[src/rtl/stream_fifo.sv]
// ---------------------------------------------------------------------------
// stream_fifo : single-clock first-word-fall-through stream FIFO with
//               registered occupancy flags and sticky overflow/underflow.
// Revision    : 1.0
// ---------------------------------------------------------------------------
`default_nettype none

module stream_fifo #(
  parameter  int DATA_SIZE  = 32,
  parameter  int FIFO_DEPTH = 16,
  localparam int ADDR_WIDTH = $clog2(FIFO_DEPTH)
) (
  input  logic                  clock,
  input  logic                  reset,
  input  logic                  wr_en,
  input  logic [DATA_SIZE-1:0]  din,
  output logic                  full,
  input  logic                  rd_en,
  output logic [DATA_SIZE-1:0]  dout,
  output logic                  empty,
  output logic [ADDR_WIDTH:0]   count,
  output logic                  overflow,
  output logic                  underflow
);

  localparam logic [ADDR_WIDTH:0] C_FULL_COUNT = (ADDR_WIDTH + 1)'(FIFO_DEPTH);

  logic [DATA_SIZE-1:0]  r_mem [FIFO_DEPTH];
  logic [ADDR_WIDTH-1:0] r_wr_ptr;
  logic [ADDR_WIDTH-1:0] r_rd_ptr;
  logic [ADDR_WIDTH:0]   r_count;
  logic                  r_overflow;
  logic                  r_underflow;

  logic                  w_wr_acc;
  logic                  w_rd_acc;

  // Flags decode only the registered count, never the request inputs.
  assign full      = (r_count == C_FULL_COUNT);
  assign empty     = (r_count == '0);
  assign count     = r_count;
  assign overflow  = r_overflow;
  assign underflow = r_underflow;

  assign w_wr_acc  = wr_en && !full;
  assign w_rd_acc  = rd_en && !empty;

  assign dout      = empty ? '0 : r_mem[r_rd_ptr];

  // Storage is left uncleared by reset; the pointers make stale data unreachable.
  always_ff @(posedge clock) begin
    if (w_wr_acc) begin
      r_mem[r_wr_ptr] <= din;
    end
  end

  always_ff @(posedge clock or posedge reset) begin
    if (reset) begin
      r_wr_ptr    <= '0;
      r_rd_ptr    <= '0;
      r_count     <= '0;
      r_overflow  <= 1'b0;
      r_underflow <= 1'b0;
    end else begin
      if (w_wr_acc) begin
        r_wr_ptr <= r_wr_ptr + 1'b1;
      end
      if (w_rd_acc) begin
        r_rd_ptr <= r_rd_ptr + 1'b1;
      end
      case ({w_wr_acc, w_rd_acc})
        2'b10:   r_count <= r_count + 1'b1;
        2'b01:   r_count <= r_count - 1'b1;
        default: r_count <= r_count;
      endcase
      if (wr_en && full) begin
        r_overflow <= 1'b1;
      end
      if (rd_en && empty) begin
        r_underflow <= 1'b1;
      end
    end
  end

endmodule

`default_nettype wire

[config.mk]
export PLATFORM = sky130hd
export DESIGN_NAME = stream_fifo
export DESIGN_NICKNAME = d
export VERILOG_FILES = /design/src/rtl/stream_fifo.sv
export SDC_FILE = /design/constraint.sdc
export NUM_CORES = 1
export LEC_CHECK = 0
export BUFFER_PORTS_ARGS = -buffer_cell sky130_fd_sc_hd__buf_2
export CAP_MARGIN = 10
export CORE_ASPECT_RATIO = 1.2
export CORE_MARGIN = 8
export CORE_UTILIZATION = 50
export CTS_BUF_LIST = sky130_fd_sc_hd__clkbuf_4 sky130_fd_sc_hd__clkbuf_8
export CTS_CLUSTER_SIZE = 16
export DETAILED_ROUTE_END_ITERATION = 16
export PLACE_DENSITY_LB_ADDON = 0.25
export SYNTH_ARGS = -nofsm -noshare
export SYNTH_HDL_FRONTEND = slang
export SYNTH_SLANG_ARGS = --single-unit
[constraint.sdc]
create_clock -name clock -period 5.2 [get_ports clock]
set_input_delay 0.78 -clock clock [delete_from_list [all_inputs] [get_ports clock]]
set_output_delay 0.78 -clock clock [all_outputs]
set_load 0.005 [all_outputs]
Word-level counts from Yosys, hierarchy flattened
Memories as Yosys holds them, arrays and structs flattened.
Index checks and enable logic that the tools add are counted.
- memories kept: 1
- bits in registers: 15
- bits of input ports: 36
- bits in writable memories: 512
- $add $sub $neg: 4
- eq/ne operators: 3
- multiplexer cells: 4
- reductions and logical operators: 8
- memories (memory ; depth ; width ; rd ports ; clocked after memory_dff ; write ports ; RTL line ; source):
    r_mem ; 16 ; 32 ; 1 ; 0 ; 1 ; 28 ; logic [DATA_SIZE-1:0] r_mem [FIFO_DEPTH];
- operators with widths (cell ; number):
    two-way mux 32 bit ; 1
    case mux 5 bit (2 select lines) ; 1
    adder 4 x 1 -> 4 bit, second input constant ; 2
    adder 5 x 1 -> 5 bit, second input constant ; 1
    equality test 5 bit, second input constant ; 1
    zero test 5 bit ; 1
    subtractor 5 x 1 -> 5 bit, second input constant ; 1
    logical AND 1 bit ; 4
    equality test 2 x 1 -> 1 bit, second input constant ; 1
    equality test 2 bit, second input constant ; 1
    zero test 1 bit ; 2
    two-way mux 1 bit ; 2
    nonzero test 2 bit ; 1

Longest topological paths before layout
Gate-level depths: netlist of the first run.
- word-level depth: 5
- depth in mapped cells: 12

Least setup slack after synthesis of the first run
No wires, ideal clock.
- kind: input -> register
- start: input port wr_en
- end: memory r_mem[3][0] (enable)
- required time: 4.739 ns
- stages: 3
- path buffers: 0
- arrival: 3.656 ns
- slack: 1.083 ns
- cells stage by stage: a21boi_1 nand2_1 nor3_1
- cells in the longest elaborated chain, start to end: 3
- ends and longest elaborated chain (what ; RTL line ; source):
    start: declaration ; 15 ; input logic wr_en,
    logical AND 1 bit ; 45 ; assign w_wr_acc = wr_en && !full;
    two-way mux 1 bit ; 52 ; if (w_wr_acc) begin
    two-way mux 1 bit (not written as such) ; 53 ; r_mem[r_wr_ptr] <= din;
    end: declaration ; 28 ;
Every way passes these cells.

Final worst setup path of the first run
- start: register r_count[1], in the netlist count[1]
- end: output port dout[3]
- cells in the longest elaborated chain, start to end: 2
- ends and longest elaborated chain (what ; RTL line ; source):
    start: declaration ; 31 ; logic [ADDR_WIDTH:0] r_count;
    start signal: assignment ; 72 ; 2'b10: r_count <= r_count + 1'b1;
    start signal: assignment ; 73 ; 2'b01: r_count <= r_count - 1'b1;
    start signal: assignment ; 74 ; default: r_count <= r_count;
    zero test 5 bit ; 40 ; assign empty = (r_count == '0);
    two-way mux 32 bit ; 48 ; assign dout = empty ? '0 : r_mem[r_rd_ptr];
    end: declaration ; 19 ; output logic [DATA_SIZE-1:0] dout,
Every way passes these cells.

==> summary.md, run 1 <==
| Metric | Value |
|---|---|
| Status | completed |
| Die height | 237 um |
| Syn Nets | 932 |
| I/O Pins | 77 |
| Setup Skew | 0.0279 ns |
| Multi-input gate area | 4470 um^2 |
| Post-route setup slack | 1.03 ns |
| CTS clock-pin slew for the worst setup and hold paths | 0.06 ns |
| CP bufs+invs | 2 |
| Critical path depth | 6 |
| Synth area leaders | edfxtp_1 (75%), mux4_2 (14%), dfrtp_1 (1.8%) |
| Die Width | 200 um |
| Fin Hold WS | 0.235 ns |
| Routed len/inst | 25.4 um |
| Worst hold path type | input port to asynchronous set/reset pin |
| Initial core utilization | 0.504 |
| Vias per inst | 5.80 |
| Initial antenna violation count | 3 |
| Cts repair resizes | 0 |
| Row Count | 81 |
| Clk_lat worst skew | 0.63 ns |
| Leak | 7.46 nW |
| Fin crit share | 0.802 |
| Final Hold Viols | 0 |
| Total power per unit cell area | 533 nW/um^2 |
| Reg2Reg Depth | 5 |
| Register-to-register path setup slack | 1.99 ns |
| Synth unique cells | 43 |
| Area fraction of the dominant cell type after synthesis | 0.753 |
| RSZ-0062 raised after global routing | false |
| Synth Instances | 887 |
| Total negative slack | 0 ns |
| Routed WL | 41.2 mm |
| Most area-hungry cell type in the Yosys netlist | edfxtp_1 |
| DRC viols | 0 |
| Final instance area | 23,100 um^2 |
| Primary FF master, synth | edfxtp_1 |
| Peak VDD IR | 0.000338 V |
| Dpl hpwl | 22.3 mm |
| Number of synthesized flops with an enable pin | 512 |
| Max-slew violation count | 0 |
| Layout cells sized above 1 | 0.381 |
| First-pass DRT Iterations | 7 |
| Starting DRT DRC Count | 601 |
| Final RePlAce weighted congestion | 0.703 |
| Min Tclk post-route | 4.17 ns |
| GRT Util Overall | 0.174 |
| GR Overflow Total | 0 |
| Core region area | 40,500 um^2 |
| Dpl ws | 1.65 ns |
| Synth Warn # | 0 |
| P&R area growth vs syn | 13.0% |
| WP data arrival | 3.39 ns |
| Post-synth ARST share | 0.0285 |
| Slowest stage delay, CP | 0.91 ns |
| Slew margin rel. | 0.227 |
| # port buffers | 76 |
| # clock sinks | 527 |
| Crit-path slowest cell | o211ai_4 |
| Vias in the first global route | 9,920 |
| Clock root buffer | clkbuf_8 |
| NumNets Final | 1,070 |
| Sequential cell area | 15,800 um^2 |
| Filler Cells Inserted | 3,006 |
| Seq cells post-synth | 527 |
| CP Cell Sequence | or4_4 -> o211ai_4 -> buf_4 -> nor2b_1 -> a221o_1 -> buf_2 |
| Top cell family by delay on the critical path | compound AO/OA/AOI/OAI gates |
| Final setup viols | 0 |
| CTS Buf Count | 81 |
| Final antenna-violating net count | 0 |
| Max Clk Rate | 240 MHz |
| Syn Area/Cell | 23.0 um^2 |
| Max Cap Viol | 0 |
| Critical path type | flip-flop to primary output |
| CP required | 4.42 ns |
| H-tree depth | 3 |
| Worst slew pin tran | 1.15 ns |
| Pin count of the biggest net entering global routing | 57 |
| CTS tree | built |
| Overall die area | 47,600 um^2 |
| Critical Path Sink Type | primary output |
| Total number of vias | 9,421 |
| Max FO, Critical Path | 26 |
| Sequential fraction of the synthesis area | 0.771 |
| Dpl cell area | 21,500 um^2 |
| First-pass GRT wire length | 61.6 mm |
| Cts hold-fix bufs | 0 |
| Clk buf depth | 3 |
| CP startpoint kind | flip-flop |
| Post-synthesis instance area | 20,400 um^2 |
| Postcts setup bufs | 0 |
[layer usage]
metal,vias to the layer above,wire length [um],GRT usage,part of all wire
met1,5060,17400,0.222,0.42
li1,4036,-,-,-
met4,2,902,0.0699,0.022
met3,60,2010,0.0342,0.049
met5,-,11,0,0.00027
met2,263,20900,0.294,0.51
[cell usage in the layout, fill, tap and decap left out, types with 5 or more instances in the layout]
cell type  count
mux4_2       128
buf_4         26
edfxtp_1     512
inv_1          5
xnor2_1        6
mux2_2        33
clkinv_1      18
nor2b_1       32
clkbuf_4      29
clkbuf_8      84
nand2_1        7
nor2_4        14
ha_1           9
clkinv_2       5
xor2_1         5
buf_2         76
a221o_1       32
dfrtp_1       12
[worst register-to-register path, delay by kind of cell (launching register included)]
kind / cells / cell delay (ns)
buf+inv: 1 / 0.48
simple gates: 3 / 1.23
compound gates: 1 / 0.61
flops: 1 / 0.53
[final timing paths]
check	from	end
setup / recovery	count[1]$_DFFE_PP0P_	dout[3]
hold / removal	reset	r_wr_ptr[2]$_DFFE_PP0P_
setup reg to reg	count[2]$_DFFE_PP0P_	r_mem[7][17]$_DFFE_PP_
hold reg to reg	overflow$_DFFE_PP0P_	overflow$_DFFE_PP0P_
max in group asynchronous	reset	r_rd_ptr[3]$_DFFE_PP0P_
min in group clock	wr_en	overflow$_DFFE_PP0P_
[state kept, by name (all words and copies together) (netlist names)]
register and count:
r_mem 512, count 5, r_rd_ptr 4, r_wr_ptr 4, overflow 1, underflow 1
[Yosys cell counts, drive strengths merged (2+ instances only)]
| cell type | number |
|---|---|
| nand2 | 7 |
| o211ai | 3 |
| nor2 | 18 |
| mux4 | 128 |
| a21oi | 2 |
| nor3 | 4 |
| nor3b | 2 |
| dfrtp | 15 |
| o21ai | 3 |
| a221o | 32 |
| inv | 5 |
| nor2b | 32 |
| nand4 | 2 |
| buf | 43 |
| xnor2 | 6 |
| a21o | 3 |
| edfxtp | 512 |
| nand3 | 3 |
| clkbuf | 6 |
| nand2b | 3 |
| mux2 | 34 |
| ha | 9 |
| xor2 | 5 |
[logic make-up (layout without fill, tap and decap cells)]
logic type      after synthesis  after routing  share of synthesized area
mux                         163            163                      0.160
fa+ha+maj                     9              9                    0.00551
simple gates                 77             77                     0.0214
compound gates               46             46                     0.0208
buf+inv                      54            249                     0.0160
other cells                   0              2                          0
flops                       527            527                      0.771
xor+xnor                     11             11                    0.00472
[stage by stage]
stage	util	total power [mW]	cells
global placement	0.531	9.17	1481
CTS	0.569	12.5	1621
global route	0.569	12.9	1622
floorplan	-	8.01	887
detailed placement	0.531	9.21	1481
finish	0.570	12.3	1623
[where the power goes]
part	internal (mW)	switching, mW
registers	5.13	0.446
clock network	1.80	1.49
logic	1.80	1.65
[area by class of cell]
| class | instances | share of cell area |
|---|---|---|
| antenna | 2 | 0.000217 |
| clock buffer | 113 | 0.0595 |
| clock inverter | 27 | 0.00737 |
| inverter | 5 | 0.000813 |
| multi-input combinational | 306 | 0.194 |
| sequential | 527 | 0.683 |
| tap | 539 | 0.0292 |
| timing repair buffer | 104 | 0.0267 |
(Power assumes the default switching activity.)
==> run 2, diff against run 1 <==
==> constraint.sdc (replaced) <==
create_clock -name clock -period 3.6 [get_ports clock]
set_input_delay 0.54 -clock clock [delete_from_list [all_inputs] [get_ports clock]]
set_output_delay 0.54 -clock clock [all_outputs]
set_load 0.005 [all_outputs]
==> summary.md, run 2 (synthesis gave the netlist of run 1 again) <==
| Metric | Value |
|---|---|
| Final antenna-violating net count | 0 (unchanged) |
| Most used routing layer | met2 (unchanged) |
| Final Util | 0.577 (was 0.570) |
| Vias in the first global route | 10.2k (was 9,920) |
| DRC viols | 0 (unchanged) |
| GR Util met1 | 0.229 (was 0.222) |
| Total negative slack | 0 ns (unchanged) |
| Clk_lat worst skew | 0.62 ns (was 0.63 ns) |
| First-pass DRT Iterations | 5 (was 7) |
| CP Launch Point | count[1]$_DFFE_PP0P_ (unchanged) |
| GR Overflow Total | 0 (unchanged) |
| # port buffers | 76 (unchanged) |
| Max FO, Critical Path | 32 (was 26) |
| Leak | 7.56 nW (was 7.46 nW) |
| Setup Skew | 0.0231 ns (was 0.0279 ns) |
| Overall die area | 47,600 um^2 (unchanged) |
| Dpl hpwl | 22.7 mm (was 22.3 mm) |
| Clk buf depth | 3 (unchanged) |
| H-tree depth | 3 (unchanged) |
| Die Width | 200 um (unchanged) |
| WP data arrival | 2.91 ns (was 3.39 ns) |
| Layout cells sized above 1 | 0.384 (was 0.381) |
| CP required | 3.06 ns (was 4.42 ns) |
| HP Start | wr_en |
| GRT met3 Usage | 0.0354 (was 0.0342) |
| CTS clock-pin slew for the worst setup and hold paths | 0.06 ns (about the same) |
| RSZ-0062 raised after global routing | false (unchanged) |
| CTS Buf Count | 79 (was 81) |
| Max-slew violation count | 0 (unchanged) |
| # clock sinks | 527 (unchanged) |
| Placed cells | 1,492 (was 1,481) |
| Pin count of the biggest net entering global routing | 36 (was 57) |
| Final RePlAce weighted congestion | 0.697 (was 0.703) |
| Die height | 237 um (unchanged) |
| First-pass GRT wire length | 63.1 mm (was 61.6 mm) |
| Peak VDD IR | 0.000471 V (was 0.000338 V) |
| Critical path type | flip-flop to primary output (unchanged) |
| Total power per unit cell area | 771 nW/um^2 (was 533 nW/um^2) |
| Largest register FFs | 512 (unchanged) |
| Max Clk Rate | 290 MHz |
| Max Cap Viol | 0 (unchanged) |
| Fin crit share | 0.959 |
| Clock root buffer | clkbuf_8 (unchanged) |
| Final setup viols | 0 (unchanged) |
| Worst hold path type | input port to flip-flop (was input port to asynchronous set/reset pin) |
| Non-filler cells, final | 1,637 (was 1,623) |
| CP startpoint kind | flip-flop (unchanged) |
| Slew margin rel. | 0.444 (was 0.227) |
| Top reg by flops | r_mem (unchanged) |
| Min Tclk post-route | 3.45 ns |
| Worst slew pin tran | 0.832 ns (was 1.15 ns) |
| Final instance area | 23,400 um^2 (was 23,100 um^2) |
| Routed len/inst | 25.8 um (was 25.4 um) |
| Core region area | 40,500 um^2 (unchanged) |
| Final Hold Viols | 0 (unchanged) |
| Routed WL | 42.2 mm (was 41.2 mm) |
| Most frequent cells in the layout | edfxtp_1 (512), mux4_2 (128), clkbuf_8 (82) (was edfxtp_1 (512), mux4_2 (128), clkbuf_8 (84)) |
| GRT Util Overall | 0.177 (was 0.174) |
| Most common cell after layout, fill and taps aside | edfxtp_1 (unchanged) |
| Vias per inst | 5.83 (was 5.80) |
| Critical Path Sink Type | primary output (unchanged) |
| NumNets Final | 1,081 (was 1,070) |
| Met2 usage | 0.297 (was 0.294) |
| Antenna Diode Count | 0 (was 2) |
| Dpl cell area | 21,800 um^2 (was 21,500 um^2) |
| Row Count | 81 (unchanged) |
| Initial antenna violation count | 3 (unchanged) |
| P&R area growth vs syn | 14.5% (was 13.0%) |
| Initial core utilization | 0.504 (unchanged) |
| I/O Pins | 77 (unchanged) |
| Starting DRT DRC Count | 707 (was 601) |
| Total number of vias | 9,543 (was 9,421) |
| CTS tree | built (unchanged) |
| Tot Pwr | 18.0 mW (was 12.3 mW) |
| Reg2reg start | count[1]$_DFFE_PP0P_ (was count[2]$_DFFE_PP0P_) |
| Status | completed (unchanged) |
run 2: metal layers:
layer / part of all wire / vias up
li1: - / 4066
met1: 0.42 / 5115
met2: 0.50 / 292
met3: 0.058 / 64
met4: 0.021 / 6
met5: 0.00093 / -
run 2: path summary, 6_finish.rpt:
kind,slack [ns],to,cells after the start
min reg2reg,0.46,underflow$_DFFE_PP0P_,1
min,0.16,overflow$_DFFE_PP0P_,2
min in group asynchronous,0.54,count[3]$_DFFE_PP0P_,3
max,0.15,dout[29],6
max in group asynchronous,2.61,r_rd_ptr[1]$_DFFE_PP0P_,3
max reg2reg,0.60,count[4]$_DFFE_PP0P_,10
run 2: area by class of cell:
type / count / area (um^2)
tap: 539 / 674
clock inverter: 31 / 188
sequential: 527 / 15800
timing repair buffer: 117 / 890
inverter: 5 / 18.8
multi-input combinational: 306 / 4490
clock buffer: 112 / 1350
fill: 2993 / 17200
run 2: repair_timing:
| action | 4_1_cts | 5_1_grt |
|---|---|---|
| hold buffers | 1 | 0 |
| gates resized for setup | 0 | 1 |
| setup buffers | 0 | 1 |
| endpoints found under the hold margin | 15 | 0 |
| setup endpoints to repair | 0 | 11 |
run 2: power breakdown:
group | switching, mW | internal (mW)
combinational | 2.69 | 2.76
sequential | 0.440 | 7.42
clock | 2.15 | 2.56
run 2: metrics by stage:
step	setup WS, ns	hold WS, ns
5_1_grt	0.0300	0.131
3_5_place_dp	0.600	0.448
6_report	0.148	0.157
2_1_floorplan	0.437	0.441
3_3_place_gp	0.642	0.436
4_1_cts	0.0103	0.107
run 2: worst max-delay path, cell delays in order, from the launching register on:
cell     delay (ns)
dfrtp_1        0.48
or4_4          0.60
nor2_4         0.23
nor3b_4        0.06
buf_4          0.31
a221o_1        0.45
buf_2          0.16
==> run 3, diff against run 2 <==
--- a/config.mk
+++ b/config.mk
@@ -14,6 +14,7 @@
 export CTS_CLUSTER_SIZE = 16
 export DETAILED_ROUTE_END_ITERATION = 16
 export PLACE_DENSITY_LB_ADDON = 0.25
+export RECOVER_POWER = 25
 export SYNTH_ARGS = -nofsm -noshare
 export SYNTH_HDL_FRONTEND = slang
 export SYNTH_SLANG_ARGS = --single-unit
==> summary.md, run 3 (synthesis gave the netlist of run 1 again) <==
| Metric | Value |
|---|---|
| Status | completed (unchanged) |
| Clock root buffer | clkbuf_8 (unchanged) |
| NumNets Final | 1,081 (unchanged) |
| Clock share of power | 0.262 (about the same) |
| Slowest stage delay, CP | 0.60 ns (about the same) |
| Internal power | 12.7 mW (about the same) |
| CTS Buf Count | 79 (unchanged) |
| Min Tclk post-route | 3.45 ns (about the same) |
| Final antenna-violating net count | 0 (unchanged) |
| Most common cell after layout, fill and taps aside | edfxtp_1 (unchanged) |
| Die height | 237 um (unchanged) |
| DRC viols | 0 (unchanged) |
| Final setup viols | 0 (unchanged) |
| P&R area growth vs syn | 14.3% (was 14.5%) |
| Clk buf depth | 3 (unchanged) |
| Seq pwr share | 0.436 (about the same) |
| Max-slew violation count | 0 (unchanged) |
| CP Cell Sequence | or4_4 -> nor2_4 -> nor3b_4 -> buf_4 -> a221o_1 -> buf_2 (unchanged) |
| Starting DRT DRC Count | 737 (was 707) |
| Final instance area | 23,300 um^2 (was 23,400 um^2) |
| Peak VDD IR | 0.000472 V (was 0.000471 V) |
| Worst hold path type | input port to flip-flop (unchanged) |
| Overall die area | 47,600 um^2 (unchanged) |
| Max Clk Rate | 290 MHz (about the same) |
| Slew margin rel. | 0.447 (was 0.444) |
| Setup Skew | 0.0222 ns (was 0.0231 ns) |
| Worst slew pin tran | 0.828 ns (was 0.832 ns) |
| Clk_lat worst skew | 0.62 ns (about the same) |
| Routed len/inst | 25.7 um (was 25.8 um) |
| Fin crit share | 0.959 (about the same) |
| Largest register FFs | 512 (unchanged) |
| First-pass GRT wire length | 63.1 mm (unchanged) |
| Total negative slack | 0 ns (unchanged) |
| Final RePlAce weighted congestion | 0.697 (unchanged) |
| Routed WL | 42.1 mm (was 42.2 mm) |
| Vias per inst | 5.80 (was 5.83) |
| First-pass DRT Iterations | 5 (unchanged) |
| Antenna Diode Count | 0 (unchanged) |
| Dpl cell area | 21,800 um^2 (unchanged) |
| CP required | 3.06 ns (about the same) |
| Pin count of the biggest net entering global routing | 36 (unchanged) |
| Die Width | 200 um (unchanged) |
| Switching part of the total | 0.293 (about the same) |
| Register-to-register path setup slack | 0.60 ns (about the same) |
| # clock sinks | 527 (unchanged) |
| Most frequent cells in the layout | edfxtp_1 (512), mux4_2 (128), clkbuf_8 (82) (unchanged) |
| Core region area | 40,500 um^2 (unchanged) |
| RSZ-0062 raised after global routing | false (unchanged) |
| Total number of vias | 9,500 (was 9,543) |
| Top reg by flops | r_mem (unchanged) |
| Max Cap Viol | 0 (unchanged) |
| Initial antenna violation count | 3 (unchanged) |
| GRT Util Overall | 0.177 (unchanged) |
| Crit-path slowest cell | or4_4 (unchanged) |
| Dpl hpwl | 22.7 mm (unchanged) |
| Row Count | 81 (unchanged) |
| Critical Path Sink Type | primary output (unchanged) |
| H-tree depth | 3 (unchanged) |
| Layout cells sized above 1 | 0.362 (was 0.384) |
| Logic gate share of total power | 0.302 (was 0.303) |
| CTS tree | built (unchanged) |
| Critical path type | flip-flop to primary output (unchanged) |
| WP data arrival | 2.91 ns (about the same) |
| CTS clock-pin slew for the worst setup and hold paths | 0.06 ns (about the same) |
| Psw | 5.28 mW (was 5.29 mW) |
| CP startpoint kind | flip-flop (unchanged) |
| Total power per unit cell area | 772 nW/um^2 (was 771 nW/um^2) |
| Initial core utilization | 0.504 (unchanged) |
| Vias in the first global route | 10.2k (unchanged) |
| Leak | 7.49 nW (was 7.56 nW) |
| Final Hold Viols | 0 (unchanged) |
| I/O Pins | 77 (unchanged) |
| # port buffers | 76 (unchanged) |
| Max FO, Critical Path | 32 (unchanged) |
| GR Overflow Total | 0 (unchanged) |
[run 3: cell types whose count changed in the layout (fill, tap and decap cells not counted)]
cell,delta
clkbuf_1,+25
buf_2,-25
[run 3: critical path: cells and delay by family, from the launching register on]
| kind | cells | cell delay (ns) |
|---|---|---|
| AOI/OAI and AO/OA | 1 | 0.45 |
| and+or+nand+nor | 3 | 0.89 |
| buffers and inverters | 2 | 0.47 |
| DFF | 1 | 0.48 |
[run 3: power by group through the flow]
stage / logic [mW] / registers, mW / clock network (mW)
after floorplan: 3.90 / 7.68 / 0
after global placement: 5.50 / 7.98 / 0
after detailed placement: 5.53 / 8.02 / 0
after CTS: 5.54 / 7.89 / 4.83
after global routing: 5.88 / 7.93 / 5.07
final: 5.45 / 7.86 / 4.72
[run 3: final timing paths]
path | startpoint | endpoint | depth (start not counted)
setup reg to reg | count[1]$_DFFE_PP0P_ | count[4]$_DFFE_PP0P_ | 10
hold reg to reg | underflow$_DFFE_PP0P_ | underflow$_DFFE_PP0P_ | 1
hold / removal | wr_en | overflow$_DFFE_PP0P_ | 2
max in group asynchronous | reset | r_rd_ptr[1]$_DFFE_PP0P_ | 3
min in group asynchronous | reset | count[3]$_DFFE_PP0P_ | 3
setup / recovery | count[1]$_DFFE_PP0P_ | dout[29] | 6
[run 3: metrics by stage]
step | hold WS, ns | instances | setup WS (ns) | utilization | total power [mW]
after global routing | 0.131 | 1637 | 0.0300 | 0.576 | 18.9
after detailed placement | 0.448 | 1492 | 0.600 | 0.538 | 13.6
after global placement | 0.436 | 1492 | 0.642 | 0.538 | 13.5
final | 0.156 | 1637 | 0.147 | 0.576 | 18.0
after floorplan | 0.441 | 887 | 0.437 | - | 11.6
after CTS | 0.107 | 1636 | 0.0103 | 0.576 | 18.3
[run 3: layout make-up]
| cell class | instances | area [um^2] |
|---|---|---|
| Inverter | 5 | 18.8 |
| Timing Repair Buffer | 117 | 858 |
| Multi-Input combinational cell | 306 | 4490 |
| Tap cell | 539 | 674 |
| Fill cell | 3001 | 17200 |
| Clock buffer | 112 | 1350 |
| Clock inverter | 31 | 188 |
| Sequential cell | 527 | 15800 |
[run 3: per-layer routing]
metal	vias up	global-route usage	wire length, um
li1	4066	-	-
met1	5084	0.229	17600
met2	279	0.297	21200
met3	65	0.0354	2400
met4	6	0.0641	888
met5	-	0	39
[run 3: what timing repair did]
action	4_1_cts	5_1_grt
setup buffers	0	1
hold buffers	1	0
gates resized for setup	0	1
endpoints found under the setup margin	0	11
endpoints found under the hold margin	15	0
